==> src/rtl/video_pkg.sv <==
// ---------------------------------------------------------------------------
// video_pkg
// Shared definitions for the HDMI read path: default pixel/line geometry and
// the state encoding used by the ping/pong line reader.
// ---------------------------------------------------------------------------
package video_pkg;

    localparam int VIDEO_DATA_WIDTH = 16;
    localparam int VIDEO_H_ACTIVE   = 1280;
    localparam int VIDEO_CNT_WIDTH  = 11;

    // Line reader states. The encoding is fixed so a debug port can be
    // compared against plain numbers.
    typedef enum logic [1:0] {
        IDLE   = 2'd0,   // between lines, waiting for line_start
        ARMED  = 2'd1,   // line_start seen, waiting for first de_in
        ACTIVE = 2'd2,   // consuming one word per de_in cycle
        DRAIN  = 2'd3    // line cut short: discard the rest of the buffer
    } state_e;

endpackage : video_pkg

==> src/rtl/line_pixel_counter.sv <==
// ---------------------------------------------------------------------------
// line_pixel_counter
// Pixel position within the current line. Wraps to zero after the last
// pixel so the next line starts at position 0 without a separate clear.
//
// Ports:
//   clk    in   clock
//   rst    in   asynchronous active-high reset
//   inc    in   advance one pixel position
//   clear  in   force position back to 0 (wins over inc)
//   cnt    out  current pixel position
//   last   out  cnt == H_ACTIVE-1
// ---------------------------------------------------------------------------
module line_pixel_counter #(
    parameter int H_ACTIVE  = 1280,
    parameter int CNT_WIDTH = 11
) (
    input  logic                 clk,
    input  logic                 rst,
    input  logic                 inc,
    input  logic                 clear,
    output logic [CNT_WIDTH-1:0] cnt,
    output logic                 last
);

    localparam logic [CNT_WIDTH-1:0] LAST_CNT = CNT_WIDTH'(H_ACTIVE - 1);

    assign last = (cnt == LAST_CNT);

    always_ff @(posedge clk or posedge rst) begin
        if (rst) begin
            cnt <= '0;
        end else if (clear) begin
            cnt <= '0;
        end else if (inc) begin
            cnt <= last ? '0 : cnt + 1'b1;
        end
    end

endmodule : line_pixel_counter

==> src/rtl/pingpong_line_reader.sv <==
// ---------------------------------------------------------------------------
// pingpong_line_reader
// Reads exactly one video line from each of two prefetch FIFOs in turn
// (ping, pong, ping, ...) paced by de_in, and presents a registered pixel
// stream. Missing words are replaced with FILL_DATA; a line that is cut
// short by an early line_start has its remaining words drained so the two
// buffers never fall out of line alignment.
//
// Ports:
//   rd_clk        in   pixel clock (FIFO read domain)
//   rd_rst        in   asynchronous active-high reset
//   frame_start   in   vsync pulse, realigns to ping
//   line_start    in   pulse before each active line
//   de_in         in   active-video request, one pixel per cycle
//   ping_rd_en    out  pop ping FIFO
//   ping_rd_vld   in   ping head word valid
//   ping_rd_data  in   ping head word
//   pong_rd_en    out  pop pong FIFO
//   pong_rd_vld   in   pong head word valid
//   pong_rd_data  in   pong head word
//   pix_de        out  de_in delayed one cycle
//   pix_data      out  registered pixel (FILL_DATA when pix_de=0)
//   line_sel      out  buffer being read, 0 = ping, 1 = pong
//   line_done     out  pulse after H_ACTIVE words consumed from a buffer
//   underflow     out  sticky: pixel requested with no word available
//   short_line    out  sticky: line_start arrived mid-line
//   dbg_state     out  current FSM state (video_pkg::state_e encoding)
//
// FIFO handshake: a word is consumed in a cycle where x_rd_en and
// x_rd_vld are both high. rd_en is derived from rd_vld, so it is never
// raised toward an empty FIFO, and only the selected FIFO is ever popped.
// ---------------------------------------------------------------------------
module pingpong_line_reader
    import video_pkg::*;
#(
    parameter int                    DATA_WIDTH = VIDEO_DATA_WIDTH,
    parameter int                    H_ACTIVE   = VIDEO_H_ACTIVE,
    parameter int                    CNT_WIDTH  = VIDEO_CNT_WIDTH,
    parameter logic [DATA_WIDTH-1:0] FILL_DATA  = '0
) (
    input  logic                  rd_clk,
    input  logic                  rd_rst,
    input  logic                  frame_start,
    input  logic                  line_start,
    input  logic                  de_in,
    output logic                  ping_rd_en,
    input  logic                  ping_rd_vld,
    input  logic [DATA_WIDTH-1:0] ping_rd_data,
    output logic                  pong_rd_en,
    input  logic                  pong_rd_vld,
    input  logic [DATA_WIDTH-1:0] pong_rd_data,
    output logic                  pix_de,
    output logic [DATA_WIDTH-1:0] pix_data,
    output logic                  line_sel,
    output logic                  line_done,
    output logic                  underflow,
    output logic                  short_line,
    output logic [1:0]            dbg_state
);

    state_e                  state;
    state_e                  state_nxt;
    logic                    pending;
    logic [CNT_WIDTH-1:0]    cnt;
    logic                    cnt_last;

    logic                    sel_vld;
    logic [DATA_WIDTH-1:0]   sel_data;
    logic                    pix_req;
    logic                    px_pop;
    logic                    drain_pop;
    logic                    pop;
    logic                    cnt_inc;
    logic                    line_end;

    assign sel_vld  = line_sel ? pong_rd_vld  : ping_rd_vld;
    assign sel_data = line_sel ? pong_rd_data : ping_rd_data;

    // ARMED's first de_in cycle is already a pixel of the line.
    assign pix_req   = de_in && ((state == ARMED) || (state == ACTIVE));
    assign px_pop    = pix_req && sel_vld;
    assign drain_pop = (state == DRAIN) && sel_vld;
    assign pop       = px_pop || drain_pop;

    // A requested pixel advances the position even when the FIFO was empty,
    // so later words still land on their own screen positions. While
    // draining only real pops count, because the goal is to empty the line.
    assign cnt_inc  = pix_req || drain_pop;
    assign line_end = cnt_inc && cnt_last;

    assign ping_rd_en = pop && !line_sel;
    assign pong_rd_en = pop &&  line_sel;
    assign dbg_state  = state;

    line_pixel_counter #(
        .H_ACTIVE  (H_ACTIVE),
        .CNT_WIDTH (CNT_WIDTH)
    ) u_cnt (
        .clk   (rd_clk),
        .rst   (rd_rst),
        .inc   (cnt_inc),
        .clear (frame_start),
        .cnt   (cnt),
        .last  (cnt_last)
    );

    always_comb begin
        state_nxt = state;
        case (state)
            IDLE: begin
                if (line_start) state_nxt = ARMED;
            end
            ARMED: begin
                if (de_in) state_nxt = ACTIVE;
            end
            ACTIVE: begin
                if (line_end)        state_nxt = line_start ? ARMED : IDLE;
                else if (line_start) state_nxt = DRAIN;
            end
            DRAIN: begin
                if (line_end) state_nxt = (pending || line_start) ? ARMED : IDLE;
            end
            default: state_nxt = IDLE;
        endcase
        if (frame_start) state_nxt = IDLE;
    end

    always_ff @(posedge rd_clk or posedge rd_rst) begin
        if (rd_rst) begin
            state      <= IDLE;
            pending    <= 1'b0;
            line_sel   <= 1'b0;
            pix_de     <= 1'b0;
            pix_data   <= '0;
            line_done  <= 1'b0;
            underflow  <= 1'b0;
            short_line <= 1'b0;
        end else begin
            state    <= state_nxt;
            pix_de   <= de_in;
            pix_data <= px_pop ? sel_data : FILL_DATA;

            // Any requested pixel that did not get a real word is an underflow,
            // including requests outside ARMED/ACTIVE.
            if (de_in && !px_pop) underflow <= 1'b1;

            if (state == ACTIVE && line_start && !line_end) short_line <= 1'b1;

            if (frame_start) begin
                pending   <= 1'b0;
                line_sel  <= 1'b0;
                line_done <= 1'b0;
            end else begin
                line_done <= line_end;
                if (line_end) line_sel <= ~line_sel;
                if (state == DRAIN && line_end) begin
                    pending <= 1'b0;
                end else if ((state == ACTIVE && line_start && !line_end) ||
                             (state == DRAIN && line_start)) begin
                    pending <= 1'b1;
                end
            end
        end
    end

endmodule : pingpong_line_reader

==> config.mk <==
export PLATFORM = sky130hd
export DESIGN_NAME = pingpong_line_reader
export DESIGN_NICKNAME = d
export VERILOG_FILES = /design/src/rtl/video_pkg.sv /design/src/rtl/line_pixel_counter.sv /design/src/rtl/pingpong_line_reader.sv
export SDC_FILE = /design/constraint.sdc
export NUM_CORES = 1
export LEC_CHECK = 0
export ABC_AREA = 1
export CAP_MARGIN = 40
export CORE_ASPECT_RATIO = 0.8
export CORE_MARGIN = 5
export CORE_UTILIZATION = 35
export DETAILED_ROUTE_END_ITERATION = 12
export PLACE_DENSITY = 0.73
export SLEW_MARGIN = 20
export SYNTH_ARGS = -nofsm -noshare
export SYNTH_HDL_FRONTEND = slang
export SYNTH_SLANG_ARGS = --single-unit
==> constraint.sdc <==
create_clock -name rd_clk -period 1.5 [get_ports rd_clk]
set_input_delay 0.3 -clock rd_clk [delete_from_list [all_inputs] [get_ports rd_clk]]
set_output_delay 0.3 -clock rd_clk [all_outputs]
set_load 0.005 [all_outputs]
### After elaboration in Yosys (flattened, before gate mapping)

Cells that the tools add are included.
Widths: inputs -> output; s select.

| word-level totals | value |
|---|---|
| bits of input ports | 39 |
| word-level logic and storage cells | 64 |
| output and inout port bits | 25 |
| register bits after elaboration | 35 |

| cells by class | value |
|---|---|
| $add $sub $neg | 1 |
| bitwise operators | 1 |
| reduce and logical (&&, ||, !) cells | 24 |
| equality and inequality tests | 8 |
| muxes and demuxes | 21 |

Operators by type and width:

| operator | count |
|---|---|
| $mux 11 | 3 |
| $mux 16 | 2 |
| $mux 2 | 6 |
| $add 11x1->11 const B | 1 |
| $eq 11x11->1 const B | 1 |
| $logic_and 1x1->1 | 11 |
| $mux 1 | 9 |
| $ne 3x3->1 const B | 3 |
| $pmux 2 s4 | 1 |
| $logic_or 1x1->1 | 5 |
| $eq 2x2->1 const B | 2 |
| $ne 4x4->1 const B | 1 |
| $reduce_and 4->1 | 1 |
| $reduce_bool 2->1 | 2 |
| $logic_not 1->1 | 3 |
| $reduce_bool 3->1 | 1 |
| $eq 2x1->1 const B | 1 |
| $logic_not 2->1 | 1 |
| $not 1->1 | 1 |

### Logic depth before layout (Yosys ltp)

Gate-level depths: netlist (run 1).

| depth | value |
|---|---|
| depth in word-level cells | 11 |
| gate-level depth with buffers | 12 |
| depth with buffers taken out | 12 |

### By module

From an unflattened synthesis (run 1), not the netlist that was laid out.

| second synthesis, totals | value |
|---|---|
| cells, all modules | 234 |
| area, all modules | 1879.3 µm² |

By module, submodules not included:

| module | area an instance (µm²) | seq. area each (µm²) | instances | cells an instance |
|---|---|---|---|---|
| pingpong_line_reader | 1178.6 | 600.6 | 1 | 141 |
| line_pixel_counter | 700.7 | 275.3 | 1 | 93 |

### Least setup slack after synthesis (run 1)

OpenSTA, ideal clock, no wires.

| path | value |
|---|---|
| path kind | reg-to-reg |
| start point | register state[1] (netlist: dbg_state[1]) |
| end point | register state[1] (netlist: dbg_state[1]) |
| stages on the path, launching flop included | 12 |
| clock period less this slack | 1.542 ns |
| data required time | 1.384 ns |
| library setup time | 0.116 ns |
| buffers on the path | 0 |
| data arrival time | 1.425 ns |
| slack | -0.042 ns |
| cells stage by stage | dfrtp_1 -> inv_1 -> ha_1 -> nand2_1 -> nand2_4 -> nand2_2 -> nand2_2 -> nand2_1 -> nand2_1 -> nand2_1 -> nand2_1 -> nand2_1 |

| on the way | value |
|---|---|
| cells in the longest elaborated chain, start to end | 8 |
| elaborated cells between the ends (all ways) | 17 |
| classes of those cells | eq/ne: 7; mux: 3; reduce/logical: 7 |

Ends and longest elaborated chain:

| what | RTL line | text |
|---|---|---|
| start: declaration | pingpong_line_reader.sv:61 | `state_e state;` |
| start signal: assignment | pingpong_line_reader.sv:139 | `state <= state_nxt;` |
| $eq 2x1->1 / $eq 2x2->1 (equally long branches) | pingpong_line_reader.sv:80, pingpong_line_reader.sv:109 |  |
| $logic_or 1x1->1 | pingpong_line_reader.sv:80 | `assign pix_req = de_in && ((state == ARMED) \|\| (state == ACTIVE));` |
| $logic_and 1x1->1 | pingpong_line_reader.sv:80 |  |
| $logic_or 1x1->1 | pingpong_line_reader.sv:88 | `assign cnt_inc = pix_req \|\| drain_pop;` |
| $logic_and 1x1->1 | pingpong_line_reader.sv:89 | `assign line_end = cnt_inc && cnt_last;` |
| $mux 2 | pingpong_line_reader.sv:117 | `if (line_end) state_nxt = line_start ? ARMED : IDLE;` |
| $pmux 2 s4 | pingpong_line_reader.sv:109 | `case (state)` |
| $mux 2 | pingpong_line_reader.sv:125 | `if (frame_start) state_nxt = IDLE;` |

Several ways; a longest one is shown, not always the timed one.
A chain may end at the register's enable or synchronous reset.

### Worst setup path after layout (run 1)

| path | value |
|---|---|
| start point | register state[0] (netlist: dbg_state[0]) |
| end point | output port ping_rd_en |

| on the way | value |
|---|---|
| cells in the longest elaborated chain, start to end | 6 |
| elaborated cells between the ends (all ways) | 9 |
| classes of those cells | eq/ne: 3; reduce/logical: 6 |

Ends and longest elaborated chain:

| what | RTL line | text |
|---|---|---|
| $eq 2x1->1 / $eq 2x2->1 (equally long branches) | pingpong_line_reader.sv:80 |  |
| $logic_or 1x1->1 | pingpong_line_reader.sv:80 |  |
| $logic_and 1x1->1 | pingpong_line_reader.sv:80 |  |
| $logic_and 1x1->1 | pingpong_line_reader.sv:81 | `assign px_pop = pix_req && sel_vld;` |
| $logic_or 1x1->1 (*) | pingpong_line_reader.sv:83 | `assign pop = px_pop \|\| drain_pop;` |
| $logic_and 1x1->1 (*) | pingpong_line_reader.sv:91 | `assign ping_rd_en = pop && !line_sel;` |
| end: declaration | pingpong_line_reader.sv:46 | `output logic ping_rd_en,` |

Every way passes the cells marked *; elsewhere a longest branch is shown, timed or not.

==> results of run 1 <==
through the flow:
stage | TNS [ns] | cells | area [sq um] | setup slack [ns] | util, %
floorplan | 0 | 218 | 1836 | 0.01444 | -
global route | -3.292 | 384 | 3117 | -0.2785 | 61.89
detailed placement | -4.469 | 369 | 2773 | -0.5152 | 55.06
CTS | -1.305 | 383 | 3033 | -0.2191 | 60.22
global placement | -3.829 | 369 | 2773 | -0.4391 | 55.06
finish | -1.968 | 384 | 3117 | -0.2142 | 61.89
cell type report:
class                      count  area [sq um]  area share (%)
inverter                      24         97.59           3.131
clock buffer                   6         82.58           2.650
timing repair buffer         101         943.4           30.27
clock inverter                 2         35.03           1.124
multi-input combinational    154          1003           32.20
sequential                    35         877.1           28.14
tap                           62         77.57           2.489
where the power goes:
part           internal (uW)  leakage [uW]  switching [uW]
combinational            884      0.000913             798
clock                    538     0.0000612             355
sequential              1060      0.000469            66.8
Yosys cell counts:
| library cell | instances | area share, % |
|---|---|---|
| o21ai_0 | 6 | 1.6 |
| inv_1 | 20 | 4.1 |
| dfrtp_1 | 35 | 48 |
| clkbuf_1 | 2 | 0.41 |
| nand2_1 | 63 | 13 |
| nand2_2 | 5 | 1.7 |
| xor2_1 | 3 | 1.4 |
| buf_2 | 2 | 0.55 |
| nand3_1 | 14 | 3.8 |
| or2_1 | 1 | 0.34 |
| nor2_4 | 2 | 1.2 |
| nand2_4 | 3 | 1.9 |
| a21o_1 | 1 | 0.41 |
| a21oi_1 | 26 | 7.1 |
| a22oi_1 | 1 | 0.41 |
| inv_2 | 4 | 0.82 |
| o31ai_4 | 1 | 1.2 |
| ha_1 | 5 | 3.4 |
| o21ai_1 | 2 | 0.55 |
| nor3_1 | 3 | 0.82 |
| nor2_1 | 11 | 2.3 |
| nand3_4 | 2 | 1.9 |
| nand4_2 | 1 | 0.69 |
| o21bai_1 | 1 | 0.41 |
| buf_6 | 1 | 0.62 |
| nor2_2 | 3 | 1.0 |
what timing repair did:
item                                    4_1_cts  5_1_grt
pin swaps                                    20        9
hold endpoints to repair                      0        0
hold buffers                                  0        0
buffers inserted                              6        1
resized for setup                            44       22
endpoints found under the setup margin       21       23
cells by family after synthesis:
family / after synthesis / share of synthesized area, %
xor+xnor: 3 / 1.444
fa+ha+maj: 5 / 3.436
simple gates: 108 / 28.73
buf+inv: 29 / 6.529
compound gates: 38 / 11.75
flops: 35 / 48.11
critical path: stages, from the launching register on:
cell,delay [ns]
dfrtp_1,0.39
buf_4,0.13
buf_6,0.09
ha_4,0.14
nand3_4,0.09
a21oi_2,0.15
buf_2,0.12
placed cells by master (no fill, tap or decap), drive strengths merged:
| cell | n |
|---|---|
| dfrtp | 35 |
| o31ai | 1 |
| xor2 | 3 |
| buf | 40 |
| clkbuf | 8 |
| inv | 24 |
| nand4 | 1 |
| o21bai | 1 |
| clkdlybuf4s50 | 56 |
| o21ai | 8 |
| bufinv | 1 |
| nor3 | 3 |
| dlymetal6s2s | 2 |
| ha | 5 |
| dlygate4sd2 | 1 |
| nand3 | 16 |
| a21oi | 26 |
| or2 | 1 |
| nor2 | 16 |
| a22oi | 1 |
| a21o | 1 |
| clkinv | 1 |
| nand2 | 71 |
per-layer routing:
metal | wire, um | part of all wire, % | track usage (%) | up-vias
met4 | 59 | 1.1 | 4.959 | 0
li1 | - | - | - | 904
met2 | 2708 | 51 | 28.93 | 47
met5 | 0 | 0 | 0 | -
met3 | 338 | 6.3 | 4.752 | 8
met1 | 2251 | 42 | 20.05 | 869
flip-flops by register name, summed over array words and instances, names as in the netlist:
name	cells
pix_data	16
u_cnt.cnt	11
dbg_state	2
line_done	1
line_sel	1
pending	1
pix_de	1
short_line	1
underflow	1
worst max-delay path by stage:
stage / start / endpoint / slack, ns / cells past startpoint
after detailed placement: pong_rd_vld / ping_rd_en / -0.52 / 6
final: dbg_state[0]$_DFFE_PP0P_ / ping_rd_en / -0.21 / 6
after global routing: dbg_state[0]$_DFFE_PP0P_ / ping_rd_en / -0.28 / 6
after global placement: pong_rd_vld / pong_rd_en / -0.44 / 6
after floorplan: dbg_state[1]$_DFFE_PP0P_ / ping_rd_en / 0.01 / 4
after CTS: dbg_state[0]$_DFFE_PP0P_ / ping_rd_en / -0.22 / 5
==> metrics.txt, run 1 <==
Tot Pwr between 3000 and 4000 uW; clock sink total 35; die height ~75 um; CTS buffer count 5; Core Area slightly above 0.005 sq mm; RSZ-0062 raised after global routing true; H-tree depth 2; final setup fails 18; DRT Pass-1 Iters 4; Filler cells just over 400; Nets ~370; ANT nets after route 0; number of distinct library cells after synthesis 26; r2r setup slk -0.21 ns; Final WS setup -0.2142 ns; Rows 23; worst endpoint data arrival time roughly 1.4 ns; flops & latches, synth 35; # DRC 0; clk_skew around 0.0037 ns; chip width 90.64 um; global-route wire length before repair 8825 um; worst IR drop on VDD just under 0.0009 V; total track usage between 15 and 20%; Root Buffer Master clkbuf_8; I/O Pins 64; layout cells sized above 1 between 30% and 40%; Slew @ Worst Pin 0.2908 ns; sequential share of the synthesized area between 40% and 50%; Max-cap violations 0; CTS tree yes; worst-case clock buffer depth 2; CP endpoint kind output pin; WL/cell roughly 14 um; WL final between 5000 and 6000 um; pin count of the biggest net entering global routing 36; Slew Viols, Final 0; LEAKAGE approximately 0.0014 uW; Clock Pin Slew Worst Setup and Hold Paths around 0.07 ns; total gr overflow 0; WS Path Type flip-flop to output pin; area delta synth->final 71.20%; Critical R2R Capture u_cnt.cnt[7]$_DFFE_PP0P_; Slew Limit Headroom between 80% and 90%; vias per cell 4.760; failing checks negative setup slack; routability cong. between 0.7 and 0.8; Startpoint Class flip-flop; Post-Syn Area 0.001820 sq mm; Post-DP HPWL roughly 3800 um; initial antenna violation count 0; PortBufs between 60 and 70; syn_area_per_cell roughly 8.4 sq um; Final Cycle Share 114.3%; fmax a little under 600 MHz; cell count after synthesis ~220; CP Max Fanout 3; Clk Latency, worst-skew pair between 0.2 and 0.3 ns; R2R Path Start dbg_state[0]$_DFFE_PP0P_; Starting Density 36.15%; First DRT Iteration DRCs a little over 60; Reg2Reg Depth 11; synth warn 0; Worst EP required roughly 1.2 ns; number of diodes 0; Pwr Density between 1000 and 1500 mW/mm^2; die area between 0.006 and 0.007 sq mm; Fin Hold WS 0.3561 ns; HP Class input pin to asynchronous set/reset pin; Mapped Nets around 260; fin crit period between 1.5 and 2 ns; vias in the first global route roughly 1900; outcome finished, violations left; final hold viol count 0; vias about 1800
(Power assumes the default switching activity.)
==> run 2: changes to the inputs <==
--- a/config.mk
+++ b/config.mk
@@ -7,11 +7,12 @@
 export LEC_CHECK = 0
 export ABC_AREA = 1
 export CAP_MARGIN = 40
-export CORE_ASPECT_RATIO = 0.8
+export CORE_ASPECT_RATIO = 2
 export CORE_MARGIN = 5
 export CORE_UTILIZATION = 35
+export CTS_CLUSTER_DIAMETER = 200
 export DETAILED_ROUTE_END_ITERATION = 12
-export PLACE_DENSITY = 0.73
+export PLACE_DENSITY = 0.71
 export SLEW_MARGIN = 20
 export SYNTH_ARGS = -nofsm -noshare
 export SYNTH_HDL_FRONTEND = slang
==> constraint.sdc (replaced) <==
create_clock -name rd_clk -period 2.2 [get_ports rd_clk]
set_input_delay 0.44 -clock rd_clk [delete_from_list [all_inputs] [get_ports rd_clk]]
set_output_delay 0.44 -clock rd_clk [all_outputs]
set_load 0.005 [all_outputs]
==> metrics.txt, run 2 (synthesis gave the netlist of run 1 again) <==
outcome finished, final reports clean; Slew @ Worst Pin 0.4406 ns; initial antenna violation count 0; most frequent cells in the layout nand2_1, clkdlybuf4s50_1, dfrtp_1, a21oi_1, inv_1; global-route wire length before repair a little under 8000 um; Clock Pin Slew Worst Setup and Hold Paths 0.07 ns; final hold viol count 0; Crit path max-delay family buffers and inverters; Max-cap violations 0; Reg2Reg Depth 11; RSZ-0062 raised after global routing false; clock sink total 35; Slew Viols, Final 0; post-route cell area about 0.0027 sq mm; fmax 506.0 MHz; layout cells sized above 1 ~14%; routability cong. roughly 0.85; HP Class flip-flop to flip-flop; placed cells between 300 and 400; worst IR drop on VDD 0.0004918 V; First DRT Iteration DRCs 40; WL final ~4800 um; total gr overflow 0; Non-Filler Instances approximately 350; pre-CTS setup slack -0.05976 ns; R2R Path Start dbg_state[0]$_DFFE_PP0P_; Post-DP HPWL around 3800 um; WS Path Type input pin to output pin; area delta synth->final 47.90%; Startpoint Class input pin; ANT nets after route 0; clk_skew just under 0.009 ns; PortBufs 63; Worst EP required 1.76 ns; worst endpoint data arrival time 1.54 ns; # DRC 0; CTS tree yes; crit-path cells clkdlybuf4s50_1 > inv_1 > nand2_2 > nand4_2 > a21oi_1 > dlygate4sd2_1; LEAKAGE around 0.0013 uW; Rows 37; DRT Pass-1 Iters 4; Top reg by flops pix_data; hold path start short_line$_DFFE_PP0P_; commonest non-fill, non-tap cell in the layout nand2_1; Fin Hold WS around 0.46 ns; CP Max Fanout 3; vias in the first global route approximately 1700; r2r setup slk ~0.54 ns; Filler cells approximately 500; die height 112.0 um; Final Cycle Share 89.83%; fin util between 50% and 60%; Clk Latency, worst-skew pair approximately 0.29 ns; worst hold path endpoint short_line$_DFFE_PP0P_; CTS buffer count 5; final setup fails 0; Starting Density 35.75%; max reg flops 16; hold depth 1; Final WS setup 0.2237 ns; Nets 337; H-tree depth 2; Slew Limit Headroom 70.63%; Pwr Density about 770 mW/mm^2; Core Area slightly above 0.005 sq mm; I/O Pins 64; fin crit period ~2 ns; vias per cell approximately 4.8; CP endpoint kind output pin; chip width a little over 60 um; die area 0.006831 sq mm; slowest stage delay, CP around 0.46 ns; Slowest-stage cell, CP clkdlybuf4s50_1; number of diodes 0; total track usage between 15 and 20%; Buf/Inv on CP 3; Critical R2R Capture dbg_state[0]$_DFFE_PP0P_; worst-case clock buffer depth 2; WL/cell 13.75 um; vias approximately 1700; pin count of the biggest net entering global routing 36; Placed Area ~0.0026 sq mm; Root Buffer Master clkbuf_8
-- run 2: what timing repair did --
item / CTS / global route
endpoints found under the hold margin: 0 / 0
resized for setup: 6 / 0
endpoints found under the setup margin: 2 / 0
hold buffers: 0 / 0
buffers inserted: 2 / 0
-- run 2: worst max-delay path by stage --
stage	from	endpoint	slack [ns]	cells after the start
6_report	pong_rd_vld	pong_rd_en	0.22	6
3_5_place_dp	pong_rd_vld	pong_rd_en	-0.06	6
4_1_cts	pong_rd_vld	pong_rd_en	0.22	6
2_1_floorplan	dbg_state[1]$_DFFE_PP0P_	ping_rd_en	0.58	4
5_1_grt	dbg_state[0]$_DFFE_PP0P_	pong_rd_en	0.11	5
3_3_place_gp	pong_rd_vld	pong_rd_en	-0.02	6
-- run 2: stage by stage --
| step | total power [uW] | TNS, ns |
|---|---|---|
| global placement | 1504 | -0.03863 |
| global route | 2201 | 0 |
| detailed placement | 1519 | -0.1015 |
| finish | 2081 | 0 |
| CTS | 2092 | 0 |
| floorplan | 1165 | 0 |
-- run 2: power breakdown --
part / internal, uW / total (uW) / switching (uW)
clock: 286 / 508 / 223
sequential: 723 / 764 / 41.2
combinational: 394 / 808 / 415
total: 1400 / 2080 / 679
-- run 2: worst register-to-register path: stages (launching register included) --
cell and delay (ns):
dfrtp_1 0.41, buf_4 0.17, ha_4 0.18, nand3_4 0.09, buf_4 0.14, nand3_4 0.13, nand2_4 0.14, nand2_1 0.06
nand2_1 0.07, nor2_2 0.05, nand2_1 0.06, nand2_1 0.05
-- run 2: cell type report --
type / count / area (sq um) / area share (%)
inverters: 24 / 90.09 / 3.346
clock buffers: 8 / 100.1 / 3.717
repair buffers: 73 / 703.2 / 26.12
multi-input cells: 154 / 850.8 / 31.60
well taps: 58 / 72.57 / 2.695
flip-flops and latches: 35 / 875.8 / 32.53
-- run 2: metal layers --
| layer | global-route usage, % | part of all wire (%) | vias to the layer above |
|---|---|---|---|
| met4 | 6.512 | 1.9 | 0 |
| met5 | 0 | 0 | - |
| met1 | 13.60 | 31 | 784 |
| met2 | 30.16 | 62 | 46 |
| met3 | 4.292 | 5.3 | 7 |
| li1 | - | - | 844 |
==> run 3: changes to the inputs <==
--- a/config.mk
+++ b/config.mk
@@ -6,12 +6,12 @@
 export NUM_CORES = 1
 export LEC_CHECK = 0
 export ABC_AREA = 1
-export CAP_MARGIN = 40
 export CORE_ASPECT_RATIO = 2
 export CORE_MARGIN = 5
 export CORE_UTILIZATION = 35
 export CTS_CLUSTER_DIAMETER = 200
 export DETAILED_ROUTE_END_ITERATION = 12
+export MAX_ROUTING_LAYER = met4
 export PLACE_DENSITY = 0.71
 export SLEW_MARGIN = 20
 export SYNTH_ARGS = -nofsm -noshare
==> metrics.txt, run 3 (synthesis gave the netlist of run 1 again) <==
outcome finished, final reports clean; Slowest-stage cell, CP clkdlybuf4s50_1; Post-DP HPWL approximately 3800 um; worst-case clock buffer depth 2; vias in the first global route 1728; pin count of the biggest net entering global routing 36; CP Max Fanout 3; vias roughly 1700; CP endpoint kind output pin; die area 0.006831 sq mm; commonest non-fill, non-tap cell in the layout nand2_1; placed cells around 340; Non-Filler Instances around 350; WS Path Type input pin to output pin; H-tree depth 2; Rows 37; final hold viol count 0; Top reg by flops pix_data; fmax about 500 MHz; slowest stage delay, CP ~0.45 ns; Core Area roughly 0.005 sq mm; clock sink total 35; Final Cycle Share between 80% and 90%; max reg flops 16; worst IR drop on VDD 0.0004918 V; LEAKAGE roughly 0.0013 uW; routability cong. 0.8595; total track usage between 15 and 20%; WL/cell about 14 um; CTS buffer count 5; fin crit period between 1.5 and 2 ns; Max-cap violations 0; Slew Limit Headroom between 70% and 80%; # DRC 0; crit-path cells clkdlybuf4s50_1 > inv_1 > nand2_2 > nand4_2 > a21oi_1 > dlygate4sd2_1; area delta synth->final 47.90%; Clock Pin Slew Worst Setup and Hold Paths 0.07 ns; Slew Viols, Final 0; First DRT Iteration DRCs 35; Slew @ Worst Pin roughly 0.44 ns; Buf/Inv on CP 3; total gr overflow 0; Pwr Density ~770 mW/mm^2; Tot Pwr ~2100 uW; chip width about 61 um; number of diodes 0; clk_skew roughly 0.009 ns; ANT nets after route 0; Root Buffer Master clkbuf_8; HP Class flip-flop to flip-flop; Worst EP required 1.76 ns; vias per cell between 4 and 5; worst endpoint data arrival time between 1.5 and 2 ns; PortBufs 63; initial antenna violation count 0; most frequent cells in the layout nand2_1, clkdlybuf4s50_1, dfrtp_1, a21oi_1, inv_1; Clk Latency, worst-skew pair between 0.2 and 0.3 ns; layout cells sized above 1 between 10 and 15%; WL final 4856 um; Crit path max-delay family buffers and inverters; final setup fails 0; Starting Density 35.75%; Nets 337; Startpoint Class input pin; global-route wire length before repair a little under 8000 um; RSZ-0062 raised after global routing false; CTS tree yes; DRT Pass-1 Iters 4; die height approximately 110 um; I/O Pins 64
## run 3: final cells by class
type | instances | area (sq um)
fill | 492 | 2400
sequential | 35 | 875.8
multi-input combinational | 154 | 850.8
timing repair buffer | 73 | 703.2
clock buffer | 8 | 100.1
inverter | 24 | 90.09
tap | 58 | 72.57
## run 3: routing by layer
layer	vias up	routed length [um]	track usage (%)
met5	-	0	-
met4	0	95	6.512
met3	7	223	3.712
met2	46	2990	30.02
met1	780	1547	14.12
li1	844	-	-
## run 3: stage by stage
stage          util, %  area, sq um  setup TNS (ns)  setup slack, ns  hold slack, ns
6_report         52.87         2693               0           0.2305          0.4625
4_1_cts          52.87         2693               0           0.2153          0.4714
2_1_floorplan        -         1821               0           0.5786          0.4510
5_1_grt          52.87         2693               0           0.1115          0.4945
3_3_place_gp     50.17         2555        -0.03863         -0.02216          0.4430
3_5_place_dp     50.17         2555         -0.1015         -0.05976          0.4471
## run 3: path summary, 6_finish.rpt
| check | to | slack [ns] | startpoint | cells past startpoint |
|---|---|---|---|---|
| max | pong_rd_en | 0.23 | pong_rd_vld | 6 |
| min | short_line$_DFFE_PP0P_ | 0.46 | short_line$_DFFE_PP0P_ | 1 |
| max reg2reg | dbg_state[0]$_DFFE_PP0P_ | 0.53 | dbg_state[0]$_DFFE_PP0P_ | 11 |
| min reg2reg | short_line$_DFFE_PP0P_ | 0.46 | short_line$_DFFE_PP0P_ | 1 |
| max in group asynchronous | pix_data[14]$_DFF_PP0_ | 1.34 | rd_rst | 3 |
| min in group asynchronous | u_cnt.cnt[2]$_DFFE_PP0P_ | 0.54 | rd_rst | 3 |
## run 3: repair_timing
item	CTS	global route
resized for setup	6	0
endpoints found under the setup margin	2	0
setup buffers	2	0
hold buffers	0	0
## run 3: where the power goes
part / total (uW) / switching [uW] / internal, uW
registers: 764 / 41.2 / 723
clock network: 508 / 223 / 286
logic: 811 / 417 / 394
total: 2080 / 681 / 1400
